**config.mk**
```make
export PLATFORM = sky130hd
export DESIGN_NAME = fcvt_pipe
export DESIGN_NICKNAME = d
export VERILOG_FILES = /design/src/rtl/fcvt_pipe.sv
export SDC_FILE = /design/constraint.sdc
export NUM_CORES = 1
export LEC_CHECK = 0
export CORE_MARGIN = 5
export CORE_UTILIZATION = 60
export DETAILED_ROUTE_END_ITERATION = 16
export HOLD_SLACK_MARGIN = 0.05
export PLACE_DENSITY = 0.83
export SKIP_CTS_REPAIR_TIMING = 1
export SYNTH_ARGS = -nofsm -noshare
export SYNTH_HDL_FRONTEND = slang
export SYNTH_SLANG_ARGS = --single-unit
```
**constraint.sdc**
```tcl
create_clock -name clk -period 6.95 [get_ports clk]
set_input_delay 0.695 -clock clk [delete_from_list [all_inputs] [get_ports clk]]
set_output_delay 0.695 -clock clk [all_outputs]
set_load 0.02 [all_outputs]
```
**src/rtl/fcvt_pipe.sv**
```systemverilog
// fcvt_pipe: pipelined float32 <-> integer converter with RNE/RTZ rounding,
// saturation, invalid/inexact flags and a pass-through tag. Input register
// followed by three processing stages; fixed latency of 3 cycles.
module fcvt_pipe #(
    parameter int unsigned INT_W = 32,
    parameter int unsigned TAG_W = 5
) (
    input  logic             clk,
    input  logic             rst,
    input  logic             in_valid,
    output logic             in_ready,
    input  logic [1:0]       in_op,
    input  logic [31:0]      in_data,
    input  logic [TAG_W-1:0] in_tag,
    output logic             out_valid,
    input  logic             out_ready,
    output logic [31:0]      out_data,
    output logic [TAG_W-1:0] out_tag,
    output logic             out_nv,
    output logic             out_nx
);

    localparam logic [31:0] SAT_POS = 32'((64'd1 << (INT_W - 1)) - 64'd1);
    localparam logic [31:0] SAT_NEG = ~SAT_POS;
    localparam logic [1:0]  OP_RTZ  = 2'b01;

    logic adv;

    // input register
    logic             v0_q;
    logic [1:0]       op0_q;
    logic [TAG_W-1:0] tag0_q;
    logic [31:0]      data0_q;

    // stage 1: classification / absolute value
    logic             v1_q, sign1_q, zero1_q, inf1_q, nan1_q;
    logic [1:0]       op1_q;
    logic [TAG_W-1:0] tag1_q;
    logic [7:0]       exp1_q;
    logic [31:0]      mag1_q;
    logic             sign1_d, zero1_d, inf1_d, nan1_d;
    logic [7:0]       exp1_d;
    logic [31:0]      mag1_d, ival;

    // stage 2: normalisation / alignment
    logic             v2_q, sign2_q, g2_q, st2_q, big2_q, nan2_q, zero2_q;
    logic [1:0]       op2_q;
    logic [TAG_W-1:0] tag2_q;
    logic [7:0]       exp2_q;
    logic [31:0]      mag2_q;
    logic             g2_d, st2_d, big2_d;
    logic [7:0]       exp2_d;
    logic [31:0]      mag2_d, norm;
    logic [4:0]       lz;
    logic [63:0]      wide;

    // stage 3: rounding / saturation / flags (output registers)
    logic             out_valid_q, out_nv_q, out_nx_q;
    logic [31:0]      out_data_q;
    logic [TAG_W-1:0] out_tag_q;
    logic [31:0]      res_d;
    logic             nv_d, nx_d, rnd_up;
    logic [32:0]      sum, limit;

    assign adv       = ~out_valid_q | out_ready;
    assign in_ready  = adv;
    assign out_valid = out_valid_q;
    assign out_data  = out_data_q;
    assign out_tag   = out_tag_q;
    assign out_nv    = out_nv_q;
    assign out_nx    = out_nx_q;

    // capture accepted operations
    always_ff @(posedge clk or posedge rst) begin
        if (rst) begin
            v0_q    <= 1'b0;
            op0_q   <= '0;
            tag0_q  <= '0;
            data0_q <= '0;
        end else if (adv) begin
            v0_q <= in_valid;
            if (in_valid) begin
                op0_q   <= in_op;
                tag0_q  <= in_tag;
                data0_q <= in_data;
            end
        end
    end

    // unpack float fields, or take |int| for itof
    always_comb begin
        sign1_d = 1'b0;
        exp1_d  = '0;
        mag1_d  = '0;
        zero1_d = 1'b0;
        inf1_d  = 1'b0;
        nan1_d  = 1'b0;
        ival    = '0;
        if (op0_q[1]) begin
            ival    = op0_q[0] ? 32'(data0_q[INT_W-1:0])
                               : 32'($signed(data0_q[INT_W-1:0]));
            sign1_d = ~op0_q[0] & ival[31];
            mag1_d  = sign1_d ? (~ival + 32'd1) : ival;
            zero1_d = (ival == '0);
        end else begin
            sign1_d = data0_q[31];
            exp1_d  = data0_q[30:23];
            mag1_d  = {8'd0, (data0_q[30:23] != 8'd0), data0_q[22:0]};
            zero1_d = (data0_q[30:23] == 8'd0);
            inf1_d  = (data0_q[30:23] == 8'hFF) & (data0_q[22:0] == '0);
            nan1_d  = (data0_q[30:23] == 8'hFF) & (data0_q[22:0] != '0);
        end
    end

    // stage 1 register
    always_ff @(posedge clk or posedge rst) begin
        if (rst) begin
            v1_q    <= 1'b0;
            op1_q   <= '0;
            tag1_q  <= '0;
            sign1_q <= 1'b0;
            exp1_q  <= '0;
            mag1_q  <= '0;
            zero1_q <= 1'b0;
            inf1_q  <= 1'b0;
            nan1_q  <= 1'b0;
        end else if (adv) begin
            v1_q <= v0_q;
            if (v0_q) begin
                op1_q   <= op0_q;
                tag1_q  <= tag0_q;
                sign1_q <= sign1_d;
                exp1_q  <= exp1_d;
                mag1_q  <= mag1_d;
                zero1_q <= zero1_d;
                inf1_q  <= inf1_d;
                nan1_q  <= nan1_d;
            end
        end
    end

    // itof: leading-one normalise; ftoi: align integer part, extract guard/sticky
    always_comb begin
        mag2_d = '0;
        exp2_d = '0;
        g2_d   = 1'b0;
        st2_d  = 1'b0;
        big2_d = 1'b0;
        lz     = '0;
        norm   = '0;
        wide   = '0;
        if (op1_q[1]) begin
            for (int i = 0; i < 32; i++) begin
                if (mag1_q[i]) lz = 5'(31 - i);
            end
            norm   = mag1_q << lz;
            mag2_d = {8'd0, norm[31:8]};
            g2_d   = norm[7];
            st2_d  = |norm[6:0];
            exp2_d = 8'(9'd158 - 9'(lz));
        end else if (inf1_q || (exp1_q > 8'd158)) begin
            big2_d = 1'b1;
        end else if (zero1_q) begin
            // denormals sit far below one half: sticky only
            st2_d = |mag1_q;
        end else if (exp1_q < 8'd127) begin
            g2_d  = (exp1_q == 8'd126);
            st2_d = (exp1_q != 8'd126) | (|mag1_q[22:0]);
        end else begin
            wide   = {mag1_q[23:0], 40'd0} >> (8'd158 - exp1_q);
            mag2_d = wide[63:32];
            g2_d   = wide[31];
            st2_d  = |wide[30:0];
        end
    end

    // stage 2 register
    always_ff @(posedge clk or posedge rst) begin
        if (rst) begin
            v2_q    <= 1'b0;
            op2_q   <= '0;
            tag2_q  <= '0;
            sign2_q <= 1'b0;
            exp2_q  <= '0;
            mag2_q  <= '0;
            g2_q    <= 1'b0;
            st2_q   <= 1'b0;
            big2_q  <= 1'b0;
            nan2_q  <= 1'b0;
            zero2_q <= 1'b0;
        end else if (adv) begin
            v2_q <= v1_q;
            if (v1_q) begin
                op2_q   <= op1_q;
                tag2_q  <= tag1_q;
                sign2_q <= sign1_q;
                exp2_q  <= exp2_d;
                mag2_q  <= mag2_d;
                g2_q    <= g2_d;
                st2_q   <= st2_d;
                big2_q  <= big2_d;
                nan2_q  <= nan1_q;
                zero2_q <= zero1_q;
            end
        end
    end

    // round, saturate, apply sign, raise flags
    always_comb begin
        res_d  = '0;
        nv_d   = 1'b0;
        nx_d   = 1'b0;
        rnd_up = (op2_q != OP_RTZ) & g2_q & (st2_q | mag2_q[0]);
        sum    = {1'b0, mag2_q} + 33'(rnd_up);
        limit  = {1'b0, SAT_POS} + 33'(sign2_q);
        if (op2_q[1]) begin
            if (!zero2_q) begin
                nx_d = g2_q | st2_q;
                if (sum[24]) res_d = {sign2_q, exp2_q + 8'd1, 23'd0};
                else         res_d = {sign2_q, exp2_q, sum[22:0]};
            end
        end else if (nan2_q) begin
            res_d = SAT_POS;
            nv_d  = 1'b1;
        end else if (big2_q || (sum > limit)) begin
            res_d = sign2_q ? SAT_NEG : SAT_POS;
            nv_d  = 1'b1;
        end else begin
            res_d = sign2_q ? (~sum[31:0] + 32'd1) : sum[31:0];
            nx_d  = g2_q | st2_q;
        end
    end

    // output registers
    always_ff @(posedge clk or posedge rst) begin
        if (rst) begin
            out_valid_q <= 1'b0;
            out_data_q  <= '0;
            out_tag_q   <= '0;
            out_nv_q    <= 1'b0;
            out_nx_q    <= 1'b0;
        end else if (adv) begin
            out_valid_q <= v2_q;
            if (v2_q) begin
                out_data_q <= res_d;
                out_tag_q  <= tag2_q;
                out_nv_q   <= nv_d;
                out_nx_q   <= nx_d;
            end
        end
    end

endmodule

```
# Word level (Yosys, flattened, before mapping)
# Cells that the tools add are included.
# classes
n_shift	2
n_reduce_logical	15
bitwise_logic	13
magnitude_cmp	3
addsub	7
n_eq_ne	4
n_mux	69
# ops
cell	n
two-way mux 32 bit	12
two-way mux 5 bit	33
adder 32 x 1 -> 32 bit, second input constant	2
inverter 32 bit	2
right shift 64 x 8 -> 64 bit	1
adder 32 x 1 -> 33 bit	1
greater-than comparator 33 x 32 -> 1 bit	1
adder 31 x 1 -> 32 bit, first input constant	1
logical NOT 32 bit	1
OR reduction 32 bit	1
<< shifter 32 x 5 -> 32 bit	1
two-way mux 31 bit	1
OR reduction 31 bit	1
logical NOT 23 bit	1
nonzero test 23 bit	1
OR reduction 23 bit	1
two-way mux 1 bit	21
two-way mux 8 bit	2
adder 8 x 1 -> 8 bit, second input constant	1
== test 8 x 7 -> 1 bit, second input constant	1
== test 8 bit, second input constant	1
greater-than comparator 8 bit, second input constant	1
logical NOT 8 bit	1
less-than comparator 8 x 7 -> 1 bit, second input constant	1
other kinds (11)	23
# totals
wordCells	142
inputBits	43
reg_bits	186

# Logic depth before layout (Yosys ltp)
# logic_depth
depth_word	36
depth_mapped	22
mapped_depth_nobuf	19

# Least setup slack after synthesis
# No wires, ideal clock.
# synth_path
path_kind	register -> register
from	register op2_q[1]
to	register out_data_q[4], in the netlist out_data[4]
setup_ps	129
arrival_time_ps	5177
n_path_buf	4
stages_incl_launch_ff	22
setup_slack_ps	1644
cell_sequence	dfrtp_1 > clkbuf_1 > clkbuf_1 > o221a_2 > ha_1 > ha_1 > nand4_2 > nor2_2 > nand4_1 > xor2_1 > clkinv_1 > ha_1 > nand2_1 > nor3_1 > a21boi_0 > a2111oi_0 > o21ba_2 > clkbuf_1 > buf_1 > a21oi_1 > a211oi_1 > o21ai_0
# synth_via
elab_chain_cells	10
elab_cells_between_ends	14
cone_classes	add/sub: 2; order compare: 1; eq/ne: 1; mux: 6; bitwise: 3; reduce/logical: 1
# synth_lines
element	line_no	rtl
from (decl)	47	logic [1:0] op2_q;
from (signal assigned)	194	op2_q <= op1_q;
inequality test 2 x 1 -> 1 bit	213	rnd_up = (op2_q != OP_RTZ) & g2_q & (st2_q | mag2_q[0]);
AND 1 bit (2 in a row)	213	
adder 32 x 1 -> 33 bit	214	sum = {1'b0, mag2_q} + 33'(rnd_up);
inverter 32 bit	229	res_d = sign2_q ? (~sum[31:0] + 32'd1) : sum[31:0];
adder 32 x 1 -> 32 bit	229	
two-way mux 32 bit	229	
two-way mux 32 bit	225	end else if (big2_q || (sum > limit)) begin
two-way mux 32 bit	222	end else if (nan2_q) begin
two-way mux 32 bit *	216	if (op2_q[1]) begin
to (signal assigned)	245	out_data_q <= res_d;
to (decl)	59	logic [31:0] out_data_q;
# Every way passes the cells marked *; elsewhere a longest branch is shown, timed or not.
# A chain may end at the register's enable or synchronous reset.

# Worst setup path in the final report
# layout_path
from	register op2_q[0]
to	register out_data_q[24], in the netlist out_data[24]
# layout_via
elab_chain_cells	10
elab_cells_between_ends	14
cone_classes	add/sub: 2; order compare: 1; eq/ne: 1; mux: 6; bitwise: 3; reduce/logical: 1
# layout_lines
element	line_no
inequality test 2 x 1 -> 1 bit *	213
AND 1 bit * (2 in a row)	213
adder 32 x 1 -> 33 bit *	214
inverter 32 bit	229
adder 32 x 1 -> 32 bit	229
two-way mux 32 bit	229
two-way mux 32 bit	225
two-way mux 32 bit	222
two-way mux 32 bit *	216
# Marked as above.

==> results.json <==
{
  "grt_max_degree": 138,
  "clock-sinks": 186,
  "grt_pass1_wl_mm": 84.06,
  "coreArea_um2": 26210,
  "worstPathRequired_ps": 7280,
  "grt_pass1_vias": 14910,
  "dp.cells": 2216,
  "ys_types": 101,
  "finalSetupViolations": 0,
  "clk_pin_slew_ps": 90,
  "synth_seq_area_share_pct": 28.98,
  "max-cap-violations": 0,
  "crit_path_max_fanout": 41,
  "critical-path-top-delay-family": "compound AO/OA/AOI/OAI gates",
  "vias": 15680,
  "io_pins": 84,
  "worst_pin_slew_ps": 1213,
  "rsz0062_at_grt": "no",
  "tritoncts": "yes",
  "layout-drive-gt1-share_pct": 10.61,
  "n_antenna_cell": 0,
  "fmax_mhz": 169.4,
  "worst_path_largest_cell_delay_ps": 830,
  "crit_buf_inv": 2,
  "worstSetupPathType": "reg2reg",
  "initial_core_util_pct": 61.29,
  "finalCritPeriodShare_pct": 84.94,
  "crit_arrival_ps": 6240,
  "synth_warnings": 0,
  "cp_slowest_cell": "o21ba_2",
  "finalWirelength_mm": 52.22,
  "hold_ws_ps": 466.1,
  "synth_area_um2": 16060,
  "die_w_um": 173.6,
  "critPathLaunchType": "register",
  "h-tree-depth": 4,
  "layout_min_cycle_time_ps": 5903,
  "synth.avg_cell_area_um2": 8.318,
  "fin_nets": 1984,
  "finalHoldViolations": 0,
  "synth_cells": 1931,
  "ant_nets": 0,
  "track_usage_pct": 34.15,
  "cts-buffers-inserted": 17,
  "rows": 59,
  "synthFlopType": "dfrtp_1",
  "async_reset_ff_share_pct": 100.0,
  "gp_congestion": 1.008,
  "cellLeakagePower_nw": 7.214,
  "slew_headroom_pct": 18.97,
  "post_drt_wl_per_cell_um": 23.23,
  "hpwl_mm": 37.44,
  "path_cells": "inv_1, o221a_2, ha_1, ha_1, nand4_2, nor2_2, nand4_1, xor2_1, inv_1, ha_1, a21oi_1, nor2b_1, o21ai_0, a21oi_1, a2111oi_0, o21ba_2, o311ai_0, a221oi_1, nor2_1",
  "cts_buffer_depth": 2,
  "status": "completed",
  "vdd_drop_max_mv": 0.4436,
  "post_drt_via_cell_ratio": 6.975,
  "instances_no_fill": 2248,
  "fin_setup_tns_ps": 0,
  "drt_iter0_markers": 2180,
  "area_growth_pct": 8.903,
  "antenna_found_initial": 0,
  "synth_edf_count": 0,
  "finClkSkew_ps": 24.61,
  "syn-num-nets": 2015,
  "power.density_nw_per_um2": 579.0,
  "route.detailed.drc": 0,
  "crit_path_end_kind": "register",
  "postSynthRegisterBits": 186,
  "port_buffers": 83,
  "layout_common_cells": "nand2_1, dfrtp_1, o21ai_0",
  "mostFrequentLayoutCell": "nand2_1",
  "hold_path_class": "reg2reg",
  "dieArea_um2": 30140,
  "gr-total-overflow": 0,
  "crit_top_cell": "ha_1",
  "slew_violations": 0,
  "cts-root-buf": "clkbuf_16",
  "drt-pass1-iter-count": 8,
  "clk_latency_ps": 450,
  "die_y_um": 173.6
}
==> layout make-up <==
cell class	count	area, um2
fillers	2118	8713
repair buffers	110	1033
well taps	335	419.2
flip-flops and latches	186	4657
multi-input cells	1527	10540
clock buffers	17	425.4
clock inverters	15	192.7
inverters	58	225.2
==> report_power, final <==
group          leakage [nW]  switching, mW  internal, mW
Combinational          4.63           4.13          2.64
Clock                 0.296          0.542         0.496
Sequential             2.29          0.817          1.50
Total                  7.21           5.49          4.64
==> synthesized netlist by cell type (5+ instances only) <==
library cell	n	area (um2)
buf_2	37	185.2
o22ai_1	22	137.6
nor2_1	138	518.0
o211ai_1	28	210.2
a211oi_1	13	97.59
nand2b_1	20	125.1
or3_1	19	118.9
and2_1	15	93.84
nand4_1	28	175.2
clkbuf_1	105	394.1
and4_1	8	70.07
dfrtp_1	186	4654
xor2_1	36	315.3
o22a_1	6	52.55
inv_1	54	202.7
mux4_2	27	608.1
o311ai_0	9	78.83
nand3_1	67	335.3
ha_1	41	513.0
nor2b_1	8	50.05
xnor2_1	39	341.6
nor4_1	18	112.6
a22oi_1	7	52.55
a21oi_1	105	525.5
a311oi_1	5	43.79
and3_1	20	125.1
o21a_1	6	45.04
o21bai_1	6	45.04
buf_1	6	22.52
a2111oi_0	19	166.4
mux2_2	70	788.3
a22o_1	7	61.31
nor3b_1	7	52.55
a221oi_1	11	96.34
nor3_1	53	265.3
o21ai_0	149	745.7
mux2i_1	109	1091
buf_4	9	67.56
nand2_1	241	904.6
a31oi_1	18	112.6
o21ai_1	5	25.02
o31ai_1	28	210.2
a21o_1	10	75.07
or4_1	14	105.1
==> routing by layer <==
layer	up-vias	track usage (%)	wire [um]
met5	-	0	0
met4	0	10.85	1755
met3	131	6.172	5305
met2	939	52.56	23260
met1	7514	49.26	21890
li1	7096	-	-
==> stage by stage <==
step           util [%]  area, um2  total power [mW]  worst slack (ps)
2_1_floorplan         -      16060             6.940              1198
3_3_place_gp      64.39      16870             8.701              1495
3_5_place_dp      64.39      16870             8.804              1187
4_1_cts           66.75      17490             9.871              1151
5_1_grt           66.75      17490             10.74             461.2
6_report          66.75      17490             10.13              1047
==> kinds of logic (layout without fill, tap and decap cells) <==
| logic type | Yosys count | count (layout) | share of synthesized area, % |
|---|---|---|---|
| multiplexers | 207 | 207 | 15.63 |
| AO/OA/AOI/OAI | 512 | 512 | 20.85 |
| flip-flops | 186 | 186 | 28.98 |
| AND/OR/NAND/NOR | 689 | 689 | 21.27 |
| adder cells (fa/ha/maj) | 41 | 41 | 3.194 |
| XOR/XNOR | 78 | 78 | 4.393 |
| buffers and inverters | 218 | 200 | 5.694 |
==> worst reg2reg max path, cell delays in order (launching register included) <==
cell       delay, ps
dfrtp_1          360
inv_1             70
o221a_2          190
ha_1             300
ha_1             370
nand4_2          300
nor2_2           500
nand4_1          170
xor2_1           490
inv_1            130
ha_1             310
a21oi_1          150
nor2b_1           50
o21ai_0          140
a21oi_1          130
a2111oi_0        520
o21ba_2          830
o311ai_0         380
a221oi_1         330
nor2_1            70
==> worst paths after layout <==
| path | slack, ps | cells after the start | from | endpoint |
|---|---|---|---|---|
| worst max-delay path | 1050 | 19 | op2_q[0] | out_data[24] |
| worst min-delay path | 470 | 2 | tag1_q[4] | tag2_q[4] |
| worst max register to register | 1050 | 19 | op2_q[0] | out_data[24] |
| worst min register to register | 470 | 2 | tag1_q[4] | tag2_q[4] |
| max in group asynchronous | 4820 | 3 | rst | mag2_q[2] |
| min in group asynchronous | 800 | 2 | rst | mag1_q[3] |
==> flip-flops by register name, indices dropped and copies added, names as in the netlist, 5 cells and up <==
signal,cells
exp2_q,8
mag1_q,32
tag0_q,5
out_tag,5
exp1_q,8
data0_q,32
out_data,32
tag2_q,5
tag1_q,5
mag2_q,32
(Power assumes the default switching activity.)
